==> config.mk <==
export PLATFORM = sky130hd
export DESIGN_NAME = mem_port_arbiter
export DESIGN_NICKNAME = d
export VERILOG_FILES = /design/src/rtl/mem_port_arbiter.sv
export SDC_FILE = /design/constraint.sdc
export NUM_CORES = 1
export LEC_CHECK = 0
export CORE_AREA = 4 4 112 114
export CTS_BUF_LIST = sky130_fd_sc_hd__clkbuf_16
export DETAILED_ROUTE_END_ITERATION = 8
export DIE_AREA = 0 0 116 118
export HOLD_SLACK_MARGIN = 0.03
export SYNTH_ARGS = -nofsm -noshare
export SYNTH_HDL_FRONTEND = slang
export SYNTH_SLANG_ARGS = --single-unit
export TNS_END_PERCENT = 50
==> constraint.sdc <==
create_clock -name clk -period 5.6 [get_ports clk]
set_input_delay 1.68 -clock clk [delete_from_list [all_inputs] [get_ports clk]]
set_output_delay 1.68 -clock clk [all_outputs]
set_load 0.01 [all_outputs]
==> src/rtl/mem_port_arbiter.sv <==
// ---------------------------------------------------------------------------
// mem_port_arbiter
//
// Shares one downstream single-port memory between the instruction-fetch
// port (i_*) and the data/LSU port (d_*) of the core.
//
// Arbitration is round-robin between the two requesters. Once a beat has been
// presented downstream and stalled (m_valid & !m_ready), the grant is locked
// to that owner until the downstream port accepts it. Every accepted beat,
// read or write, produces exactly one rvalid one cycle later, routed to the
// requester that issued it. A saturating counter records cycles in which
// both requesters wanted the port, the port was ready, and one was refused.
//
// Ports
//   clk, rst        clock, synchronous active-high reset
//   i_valid/i_ready instruction request / grant
//   i_addr          instruction address
//   i_rdata         instruction read data (broadcast of m_rdata)
//   i_rvalid        instruction response valid
//   d_valid/d_ready data request / grant
//   d_addr          data address
//   d_write_en      data write strobe
//   d_byte_en       data byte enables
//   d_wdata         data write data
//   d_rdata         data read data (broadcast of m_rdata)
//   d_rvalid        data response valid
//   m_valid/m_ready downstream request / accept
//   m_addr          downstream address
//   m_write_en      downstream write strobe
//   m_byte_en       downstream byte enables
//   m_wdata         downstream write data
//   m_rdata         downstream read data, valid the cycle after accept
//   contention_cnt  saturating count of refused-while-contending cycles
//   clr_cnt         synchronous clear of contention_cnt (wins over increment)
// ---------------------------------------------------------------------------
module mem_port_arbiter #(
  parameter int ABITS    = 32,
  parameter int DBITS    = 32,
  parameter int CNT_BITS = 16
) (
  input  logic                  clk,
  input  logic                  rst,

  input  logic                  i_valid,
  output logic                  i_ready,
  input  logic [ABITS-1:0]      i_addr,
  output logic [DBITS-1:0]      i_rdata,
  output logic                  i_rvalid,

  input  logic                  d_valid,
  output logic                  d_ready,
  input  logic [ABITS-1:0]      d_addr,
  input  logic                  d_write_en,
  input  logic [DBITS/8-1:0]    d_byte_en,
  input  logic [DBITS-1:0]      d_wdata,
  output logic [DBITS-1:0]      d_rdata,
  output logic                  d_rvalid,

  output logic                  m_valid,
  input  logic                  m_ready,
  output logic [ABITS-1:0]      m_addr,
  output logic                  m_write_en,
  output logic [DBITS/8-1:0]    m_byte_en,
  output logic [DBITS-1:0]      m_wdata,
  input  logic [DBITS-1:0]      m_rdata,

  output logic [CNT_BITS-1:0]   contention_cnt,
  input  logic                  clr_cnt
);

  localparam int BE_BITS = DBITS / 8;

  localparam logic [CNT_BITS-1:0] CNT_ONE = {{(CNT_BITS-1){1'b0}}, 1'b1};
  localparam logic [CNT_BITS-1:0] CNT_MAX = {CNT_BITS{1'b1}};

  typedef enum logic {
    ST_FREE   = 1'b0,
    ST_LOCKED = 1'b1
  } state_e;

  typedef enum logic {
    OWN_INSTR = 1'b0,
    OWN_DATA  = 1'b1
  } owner_e;

  // -------------------------------------------------------------------------
  // State
  // -------------------------------------------------------------------------
  state_e               state_q,      state_d;
  owner_e               lock_owner_q, lock_owner_d;
  owner_e               last_owner_q, last_owner_d;
  owner_e               resp_owner_q, resp_owner_d;
  logic                 resp_pend_q,  resp_pend_d;
  logic [CNT_BITS-1:0]  cnt_q,        cnt_d;

  // -------------------------------------------------------------------------
  // Owner selection
  // -------------------------------------------------------------------------
  owner_e sel_owner;
  logic   sel_instr;
  logic   sel_data;
  logic   handshake;
  logic   conflict;

  always_comb begin
    sel_owner = OWN_INSTR;
    if (state_q == ST_LOCKED) begin
      // A stalled beat must be re-presented unchanged, so the owner is frozen
      // even if the other requester has become valid meanwhile.
      sel_owner = lock_owner_q;
    end else if (i_valid && d_valid) begin
      // Round-robin: whoever was not served last wins the tie.
      if (last_owner_q == OWN_INSTR) begin
        sel_owner = OWN_DATA;
      end else begin
        sel_owner = OWN_INSTR;
      end
    end else if (d_valid) begin
      sel_owner = OWN_DATA;
    end else begin
      sel_owner = OWN_INSTR;
    end
  end

  assign sel_instr = (sel_owner == OWN_INSTR);
  assign sel_data  = (sel_owner == OWN_DATA);

  // -------------------------------------------------------------------------
  // Handshake routing (combinational)
  // -------------------------------------------------------------------------
  assign m_valid = i_valid | d_valid;
  assign i_ready = m_ready & sel_instr & i_valid;
  assign d_ready = m_ready & sel_data  & d_valid;

  // A beat transfers exactly when the selected requester is granted.
  assign handshake = i_ready | d_ready;

  // Both wanted the port, the port could take a beat, and someone lost.
  assign conflict = i_valid & d_valid & m_ready & (~i_ready | ~d_ready);

  // -------------------------------------------------------------------------
  // Downstream payload mux. Instruction beats are always full-width reads.
  // -------------------------------------------------------------------------
  assign m_addr     = sel_data ? d_addr  : i_addr;
  assign m_write_en = sel_data & d_write_en;
  assign m_wdata    = sel_data ? d_wdata : '0;

  for (genvar gi = 0; gi < BE_BITS; gi++) begin : g_byte_en
    assign m_byte_en[gi] = sel_data ? d_byte_en[gi] : 1'b1;
  end

  // -------------------------------------------------------------------------
  // Response path: read data is broadcast, rvalid is steered by owner.
  // -------------------------------------------------------------------------
  assign i_rdata  = m_rdata;
  assign d_rdata  = m_rdata;
  assign i_rvalid = resp_pend_q & (resp_owner_q == OWN_INSTR);
  assign d_rvalid = resp_pend_q & (resp_owner_q == OWN_DATA);

  assign contention_cnt = cnt_q;

  // -------------------------------------------------------------------------
  // Next-state logic
  // -------------------------------------------------------------------------
  always_comb begin
    state_d      = state_q;
    lock_owner_d = lock_owner_q;
    last_owner_d = last_owner_q;
    resp_owner_d = resp_owner_q;
    resp_pend_d  = handshake;
    cnt_d        = cnt_q;

    case (state_q)
      ST_FREE: begin
        if (m_valid && !m_ready) begin
          state_d      = ST_LOCKED;
          lock_owner_d = sel_owner;
        end
      end
      ST_LOCKED: begin
        if (m_ready) begin
          state_d = ST_FREE;
        end
      end
      default: begin
        state_d = ST_FREE;
      end
    endcase

    // Fairness history moves only when a beat actually completes, so a
    // stalled grant does not cost the owner its turn.
    if (handshake) begin
      last_owner_d = sel_owner;
      resp_owner_d = sel_owner;
    end

    if (clr_cnt) begin
      cnt_d = '0;
    end else if (conflict && (cnt_q != CNT_MAX)) begin
      cnt_d = cnt_q + CNT_ONE;
    end
  end

  // -------------------------------------------------------------------------
  // Registers
  // -------------------------------------------------------------------------
  always_ff @(posedge clk) begin
    if (rst) begin
      state_q      <= ST_FREE;
      lock_owner_q <= OWN_INSTR;
      last_owner_q <= OWN_INSTR;
      resp_owner_q <= OWN_INSTR;
      resp_pend_q  <= 1'b0;
      cnt_q        <= '0;
    end else begin
      state_q      <= state_d;
      lock_owner_q <= lock_owner_d;
      last_owner_q <= last_owner_d;
      resp_owner_q <= resp_owner_d;
      resp_pend_q  <= resp_pend_d;
      cnt_q        <= cnt_d;
    end
  end

endmodule

-- Word-level counts from Yosys, hierarchy flattened
Cells that the tools add are included.
- bitwise gates (word level): 18
- $mul: 0
- eq/ne operators: 1
- shift operators: 0
- add/sub/neg operators: 1
- order comparisons: 0
- multiplexer cells: 13
- divide/modulo/power cells: 0
- reductions and logical operators: 6
- operator list (kind ; count):
    two-way mux 32 bit ; 2
    adder 16 x 1 -> 16 bit, second input constant ; 1
    inequality test 16 bit, second input constant ; 1
    AND 1 bit ; 10
    two-way mux 1 bit ; 10
    NOT 1 bit ; 5
    logical AND 1 bit ; 3
    bitwise OR 1 bit ; 3
    one-hot mux 1 bit (2 select lines) ; 1
    AND reduction 2 bit ; 1
    OR reduction 2 bit ; 1
    zero test 1 bit ; 1
- bits of input ports: 139
- memories kept: 0
- bits in latches: 0
- bits in read-only memories: 0
- output and inout port bits: 154
- register bits: 20
- RAM bits: 0
- logic and storage cells: 44

-- Logic depth before layout (Yosys ltp)
Gate-level depths: netlist of run 1.
- depth after elaboration: 10
- depth in mapped cells: 5

-- Worst setup path after synthesis of run 1
No wires, ideal clock.
- kind: input -> output
- start: in d_valid
- end: out m_addr[30]
- data arrival time: 2.892 ns
- cell stages on the path: 4
- path slack: 1.028 ns
- buffers on the path: 1
- data required time: 3.920 ns
- cell sequence: a21boi_1 -> mux2i_1 -> clkbuf_1 -> mux2_2
- longest elaborated chain between the ends: 4
- elaborated cells on any way between the ends: 5
- those cells by class: 4 x mux; 1 x reduce/logical
- ends and longest elaborated chain (what ; RTL line ; source):
    start: declaration ; 50 ; input logic d_valid,
    two-way mux 1 bit / logical AND 1 bit (equally long branches) ; 118, 111 ;
    two-way mux 1 bit * ; 111 ; end else if (i_valid && d_valid) begin
    two-way mux 1 bit * ; 107 ; if (state_q == ST_LOCKED) begin
    two-way mux 32 bit * ; 144 ; assign m_addr = sel_data ? d_addr : i_addr;
    end: declaration ; 61 ; output logic [ABITS-1:0] m_addr,
Mark *: on every way between the ends. The rest lies on a longest branch, timed or not.

-- Final worst setup path of run 1
- start: in d_valid
- end: out m_addr[11]
Same word-level chain as after synthesis.

==> metrics.md, run 1 <==
| Metric | Value |
|---|---|
| Minimum setup slack among reg-to-reg paths | 3.71 ns |
| Fraction of synthesized cell area taken by the top area cell type | 0.223 |
| Worst setup path startpoint | d_valid |
| Placeable core area | 0.0114 sq mm |
| Synthesis Warnings | 0 |
| Sink count of the clock tree | 20 |
| Cells after synthesis | 260 |
| Utilization of the core after routing | 0.345 |
| Antenna violation net count after detailed routing | 0 |
| Ys flop type | dfxtp_1 |
| Initial Utilization | 0.189 |
| CTS hold repair buffers | 0 |
| Sequential cell area | 400 sq um |
| TritonCTS clock tree | built |
| Routed wire per std cell | 17.9 microns |
| Half-perimeter wire length after placement | 8410 microns |
| Overall track demand over capacity in global routing | 0.132 |
| Final layout net count | 532 |
| Number of vias per cell after detailed routing | 4.39 |
| Sequential element share of the synthesized area | 0.186 |
| First DRT Iteration DRCs | 68 |
| Required time reported for the critical path endpoint | 3.92 ns |
| Post-CTS Resized | 0 |
| Data arrival, critical path | 3.64 ns |
| Maximum net fanout on the critical path | 60 |
| Growth of design area from synthesis to finish | 82.5% |
| Met3 Track Usage GR | 0.0648 |
| Max Fclk | 188 MHz |
| Global-route met1 utilization | 0.140 |
| Leakage power | 1.33 nW |
| CP Launch Type | input pin |
| Maximum ir drop on the vdd rail | 0.0807 mV |
| Number of distinct library cells after synthesis | 46 |
| Diode insertion count for antenna repair | 0 |
| Critical setup path kind | input pin to output port |
| Number of fillers in the final layout | 1205 |
| Clock transition at the registers of the reported paths | 0.06 ns |
| Top cell type by total area after synthesis | buf_4 |
| Flip-flop and latch count after synthesis | 20 |
| Max-slew violation count | 0 |
| Vertical extent of the die | 118 microns |
| Number of enable flip-flop cells after synthesis | 0 |
| Total clock buffers created by CTS | 3 |
| Max-capacitance violation count | 0 |
| Total negative slack | 0 ns |
| Drt first pass iters | 4 |
| Power density over cell area | 155 mW/mm^2 |
| Relative max-transition margin | 0.565 |
| Clock skew after layout | 0.00640 ns |
| I/O Pins | 293 |
| Reg2Reg Launch Point | contention_cnt[7] |
| Setup repair after global routing missed its margin | false |
| Multi-input combinational cell area | 0.00125 sq mm |
| Period utilisation layout | 0.951 |
| Via count of the first global-routing pass | 2530 |
| Status | complete, no violations |
| Final weighted congestion of routability-driven global placement | 0.804 |
| Leading cell types by total area after synthesis | buf_4, dfxtp_1, mux2_2, nor2b_1, a21oi_1 |
| Die X-Extent | 116 microns |
| Critical Path Sink Type | output port |
| Clock latency at the later pin of the worst-skew pair | 0.26 ns |
| Largest net degree at the start of global routing | 61 |
| CTS H-Tree Depth | 1 |
| Combined area of all synthesized cells | 0.00216 sq mm |
| Antenna violations before repair | 0 |
| Post-detailed-route DRC marker count | 0 |
| Met2 demand-to-capacity share in global routing | 0.232 |
| Global-route wire length before repair | 14300 microns |
| Post-layout minimum cycle time | 5.32 ns |
| Maximum count of clock buffers along a single path | 2 |
| Startpoint of the tightest hold check path | contention_cnt[11] |
| GR peak layer | met2 |
| Total global routing overflow | 0 |
| Port bufs | 196 |
| Fraction of synthesis flops using an asynchronous set or reset pin | 0 |
| Number of hold-slack violations in the final timing report | 0 |
| Cell at the root of the clock tree | clkbuf_16 |
| FP Rows | 39 |
| Net Count, Synth | 400 |
| WL final | 9550 microns |
| Die Area | 0.0137 sq mm |
| Classification of the worst-slack hold path | flop to flop |
| Endpoints failing setup | 0 |
| Number of buffers added for setup after CTS | 0 |
| Total via count in the routed design | 2346 |
| Share of cells above drive strength 1 | 0.146 |
| Avg Synthesized Cell Area | 8.30 sq um |
| Slew of the pin with the lowest slew margin | 0.646 ns |
## cell usage in the layout, fill, tap and decap left out, types with 3 or more instances in the layout
cell             synthesis  layout
nor2_1                   6       6
or4_1                    4       4
nor2b_1                 34      34
o31ai_1                  4       4
dfxtp_1                 20      20
a21oi_1                 11      11
o41ai_1                  4       4
clkbuf_16                0       3
buf_4                   64       3
nand2_1                  7       7
o21ai_0                  3       3
nor3_1                   7       7
mux2_2                  32      32
or2_2                    7       7
clkdlybuf4s50_1          0     196
or3_1                    3       3
nand3_1                  7       7
## cells by family after synthesis
group | after synthesis | synth area share
AND/OR/NAND/NOR | 95 | 0.275
buffers and inverters | 74 | 0.243
AO/OA/AOI/OAI | 37 | 0.119
multiplexers | 33 | 0.172
flip-flops | 20 | 0.186
adder cells (fa/ha/maj) | 1 | 0.00580
## final timing paths
| kind | cells after the start | to |
|---|---|---|
| worst max-delay path | 6 | m_addr[11] |
| worst min-delay path | 1 | contention_cnt[11] |
| worst max register to register | 4 | contention_cnt[4] |
| worst min register to register | 1 | contention_cnt[11] |
## critical path, cell delays in order
cell	delay, ns
clkdlybuf4s50_1	0.43
a21boi_1	0.16
mux2i_4	0.19
buf_12	0.29
mux2_2	0.37
clkdlybuf4s50_1	0.51
## routing by layer
metal | wire [microns] | part of all wire
met3 | 1180 | 0.12
met4 | 146 | 0.015
met1 | 3330 | 0.35
met5 | 0 | 0
met2 | 4890 | 0.51
## per-stage QoR
step / hold WS (ns) / setup WS [ns] / instance area, sq um / power (W) / cells
2_1_floorplan: 0.477 / 1.03 / 2160 / 0.000283 / 260
3_3_place_gp: 0.502 / 0.258 / 3830 / 0.000417 / 530
3_5_place_dp: 0.510 / 0.244 / 3830 / 0.000418 / 530
4_1_cts: 0.524 / 0.236 / 3940 / 0.000619 / 534
5_1_grt: 0.552 / 0.179 / 3940 / 0.000636 / 534
6_report: 0.521 / 0.275 / 3940 / 0.000611 / 534
## sequential cells by signal (all words and copies together), names as in the netlist
name / count
lock_owner_q: 1
resp_pend_q: 1
contention_cnt: 16
resp_owner_q: 1
state_q: 1
## synth_stat cells (2+ instances only)
master	number
and2_1	2
mux2_2	32
nor3_1	7
a211oi_1	2
or3_1	3
a311oi_1	2
buf_2	5
nand3_1	7
or2_2	7
o21a_1	2
clkbuf_1	4
dfxtp_1	20
buf_4	64
nand4_1	2
a21oi_1	11
or3_2	2
nor2b_1	34
or4_1	4
nor2_1	6
o41ai_1	4
a31oi_1	2
o21ai_0	3
nor4_1	2
and3_2	2
o31ai_1	4
nand2_1	7
## area by class of cell
type                       instances  area share
clock buffer                       3      0.0191
clock inverter                     1     0.00762
inverter                           1    0.000953
multi-input combinational        166       0.316
sequential                        20       0.102
tap                              143      0.0454
timing repair buffer             200       0.509
## where the power goes
group,leakage [nW],switching [W],internal [W]
Combinational,1.12,0.0000918,0.000174
Clock,0.0511,0.0000574,0.000142
Sequential,0.162,0.00000199,0.000144
Total,1.33,0.000151,0.000460
No activity file was read; power rests on OpenSTA's default activity.
==> inputs of run 2 (changes only) <==
--- a/config.mk
+++ b/config.mk
@@ -10,6 +10,7 @@
 export DETAILED_ROUTE_END_ITERATION = 8
 export DIE_AREA = 0 0 116 118
 export HOLD_SLACK_MARGIN = 0.03
+export PLACE_DENSITY = 0.69
 export SYNTH_ARGS = -nofsm -noshare
 export SYNTH_HDL_FRONTEND = slang
 export SYNTH_SLANG_ARGS = --single-unit
==> metrics.md, run 2 (synthesized netlist as in run 1, its figures left out) <==
| Metric | Value |
|---|---|
| Status | complete, no violations |
| Vertical extent of the die | 118 microns (unchanged) |
| Relative max-transition margin | 0.528 (-0.0367) |
| Half-perimeter wire length after placement | 8990 microns (+7.0%) |
| Die X-Extent | 116 microns (unchanged) |
| Required time reported for the critical path endpoint | 3.92 ns (about the same) |
| Final hold slack | 0.531 ns (+0.0102 ns) |
| Final weighted congestion of routability-driven global placement | 0.851 (+5.8%) |
| GR peak layer | met2 |
| Drt first pass iters | 4 (unchanged) |
| Global-route wire length before repair | 15200 microns (+6.2%) |
| Worst min-delay path endpoint | contention_cnt[0] |
| Number of buffers added for setup after CTS | 0 (unchanged) |
| Most frequent standard cell in the layout excluding fill and tap cells | clkdlybuf4s50_1 |
| I/O Pins | 293 (unchanged) |
| CTS hold repair buffers | 0 (unchanged) |
| Number of fillers in the final layout | 1194 (-0.91%) |
| Worst flop-to-flop path endpoint | contention_cnt[4] |
| Antenna violations before repair | 2 (+2) |
| Final cell count without fillers | 535 (+0.19%) |
| Routed wire per std cell | 19.0 microns (+6.4%) |
| Number of hold-slack violations in the final timing report | 0 (unchanged) |
| Maximum count of clock buffers along a single path | 2 (unchanged) |
| Endpoints failing setup | 0 (unchanged) |
| Classification of the worst-slack hold path | flop to flop |
| Startpoint of the tightest hold check path | contention_cnt[0] |
| Setup repair after global routing missed its margin | false |
| Period utilisation layout | 0.963 (+0.0118) |
| Max-slew violation count | 0 (unchanged) |
| Port bufs | 196 (unchanged) |
| Growth of design area from synthesis to finish | 81.6% |
| CP Launch Type | input pin |
| Post-CTS Resized | 0 (unchanged) |
| Final cell area excluding filler cells | 0.00392 sq mm (-0.48%) |
| Placeable core area | 0.0114 sq mm (unchanged) |
| Flip-flop count of the largest register after layout | 16 (unchanged) |
| Data arrival, critical path | 3.71 ns (+0.07 ns) |
| Max-capacitance violation count | 0 (unchanged) |
| Number of cells traversed by the worst register-to-register path | 4 (unchanged) |
| Diode insertion count for antenna repair | 0 (unchanged) |
| Placed standard-cell area | 0.00384 sq mm (+0.20%) |
| CTS H-Tree Depth | 1 (unchanged) |
| Critical setup path kind | input pin to output port |
| Buffering stage count on the worst path with inverters included | 3 (unchanged) |
| Total global routing overflow | 0 (unchanged) |
| Multi-input combinational cell area | 0.00125 sq mm (unchanged) |
| Sink count of the clock tree | 20 (unchanged) |
| Via count of the first global-routing pass | 2541 (+0.43%) |
| First DRT Iteration DRCs | 148 (+120%) |
| FP Rows | 39 (unchanged) |
| Minimum setup slack among reg-to-reg paths | 3.70 ns (about the same) |
| Slew of the pin with the lowest slew margin | 0.702 ns (+0.0552 ns) |
| Final layout net count | 533 (+0.19%) |
| Post-layout minimum cycle time | 5.39 ns (+0.0663 ns) |
| Critical-path cell list | clkdlybuf4s50_1, a21boi_1, mux2i_4, buf_12, mux2_2, clkdlybuf4s50_1 |
| Maximum ir drop on the vdd rail | 0.0752 mV (-6.9%) |
| Total negative slack | 0 ns (unchanged) |
| Critical Path Max Stage Delay | 0.52 ns (about the same) |
| Cell type with the highest occurrence count on the critical path | clkdlybuf4s50_1 |
| Power density over cell area | 144 mW/mm^2 (-7.2%) |
| Reg2Reg Launch Point | contention_cnt[7] |
| Critical Path Sink Type | output port |
| Initial Utilization | 0.189 (unchanged) |
| Maximum net fanout on the critical path | 44 (-27%) |
| Dpl cells | 531 (+0.19%) |
| Utilization of the core after routing | 0.343 (-0.00164) |
| Max Fclk | 185 MHz (-1.2%) |
| Die Area | 0.0137 sq mm (unchanged) |
| Hold Crit Depth | 2 (+1) |
| Clock skew after layout | 0.00169 ns (-0.00471 ns) |
| Highest-count cells in the layout ignoring fill and taps | clkdlybuf4s50_1, nor2b_1, mux2_2 |
| Sequential cell area | 400 sq um (unchanged) |
| Family with the most delay on the worst path | buffers and inverters |
| Largest net degree at the start of global routing | 45 (-26%) |
| TritonCTS clock tree | built |
| Overall track demand over capacity in global routing | 0.141 (+0.00901) |
| Total via count in the routed design | 2395 (+2.1%) |
| Post-detailed-route DRC marker count | 0 (unchanged) |
| Met3 Track Usage GR | 0.0689 (+0.00411) |
| Cell at the root of the clock tree | clkbuf_16 |
| Clock latency at the later pin of the worst-skew pair | 0.25 ns (about the same) |
| Global-route met1 utilization | 0.142 (+0.00260) |
| Leakage power | 1.32 nW (-0.54%) |
| Met2 demand-to-capacity share in global routing | 0.262 (+0.0291) |
| Clock transition at the registers of the reported paths | 0.06 ns (about the same) |
| Number of vias per cell after detailed routing | 4.48 (+1.9%) |
| Cell at the slowest stage of the critical path | clkdlybuf4s50_1 |
| Total clock buffers created by CTS | 3 (unchanged) |
| Antenna violation net count after detailed routing | 0 (unchanged) |
| Share of cells above drive strength 1 | 0.145 (-0.000372) |
| WL final | 10200 microns (+6.6%) |
## run 2: power by group
| part | total [W] | leakage [nW] | switching, W | internal (W) |
|---|---|---|---|---|
| sequential | 0.000146 | 0.162 | 0.00000210 | 0.000144 |
| combinational | 0.000267 | 1.12 | 0.0000931 | 0.000174 |
| clock | 0.000151 | 0.0385 | 0.0000557 | 0.0000952 |
## run 2: worst max-delay path by stage
stage                     startpoint         end  slack, ns  depth (start not counted)
after global routing         d_valid   m_addr[6]       0.15                          6
after detailed placement     d_valid  m_addr[31]       0.17                          6
after global placement       d_valid  m_addr[31]       0.17                          6
after floorplan              d_valid  m_addr[30]       1.03                          4
after CTS                    d_valid  m_addr[31]       0.17                          6
final                        d_valid   m_addr[6]       0.21                          6
## run 2: final cells by class
type / count / area share
inverters: 1 / 0.000958
flip-flops and latches: 20 / 0.102
repair buffers: 201 / 0.513
multi-input cells: 166 / 0.318
well taps: 143 / 0.0456
clock inverters: 1 / 0.000958
clock buffers: 3 / 0.0192
## run 2: through the flow
| step | total power, W | setup slack (ns) |
|---|---|---|
| 2_1_floorplan | 0.000283 | 1.03 |
| 3_3_place_gp | 0.000418 | 0.170 |
| 3_5_place_dp | 0.000420 | 0.172 |
| 4_1_cts | 0.000574 | 0.167 |
| 5_1_grt | 0.000590 | 0.150 |
| 6_report | 0.000565 | 0.209 |
## run 2: per-layer routing
layer / up-vias / share of wire
met5: - / 0.0027
met4: 4 / 0.011
met3: 13 / 0.12
met2: 158 / 0.54
met1: 1089 / 0.33
li1: 1131 / -
## run 2: worst min-delay path, cell delays in order, from the launching register on
cell,delay (ns)
dfxtp_1,0.34
o21ai_0,0.08
a21oi_1,0.06
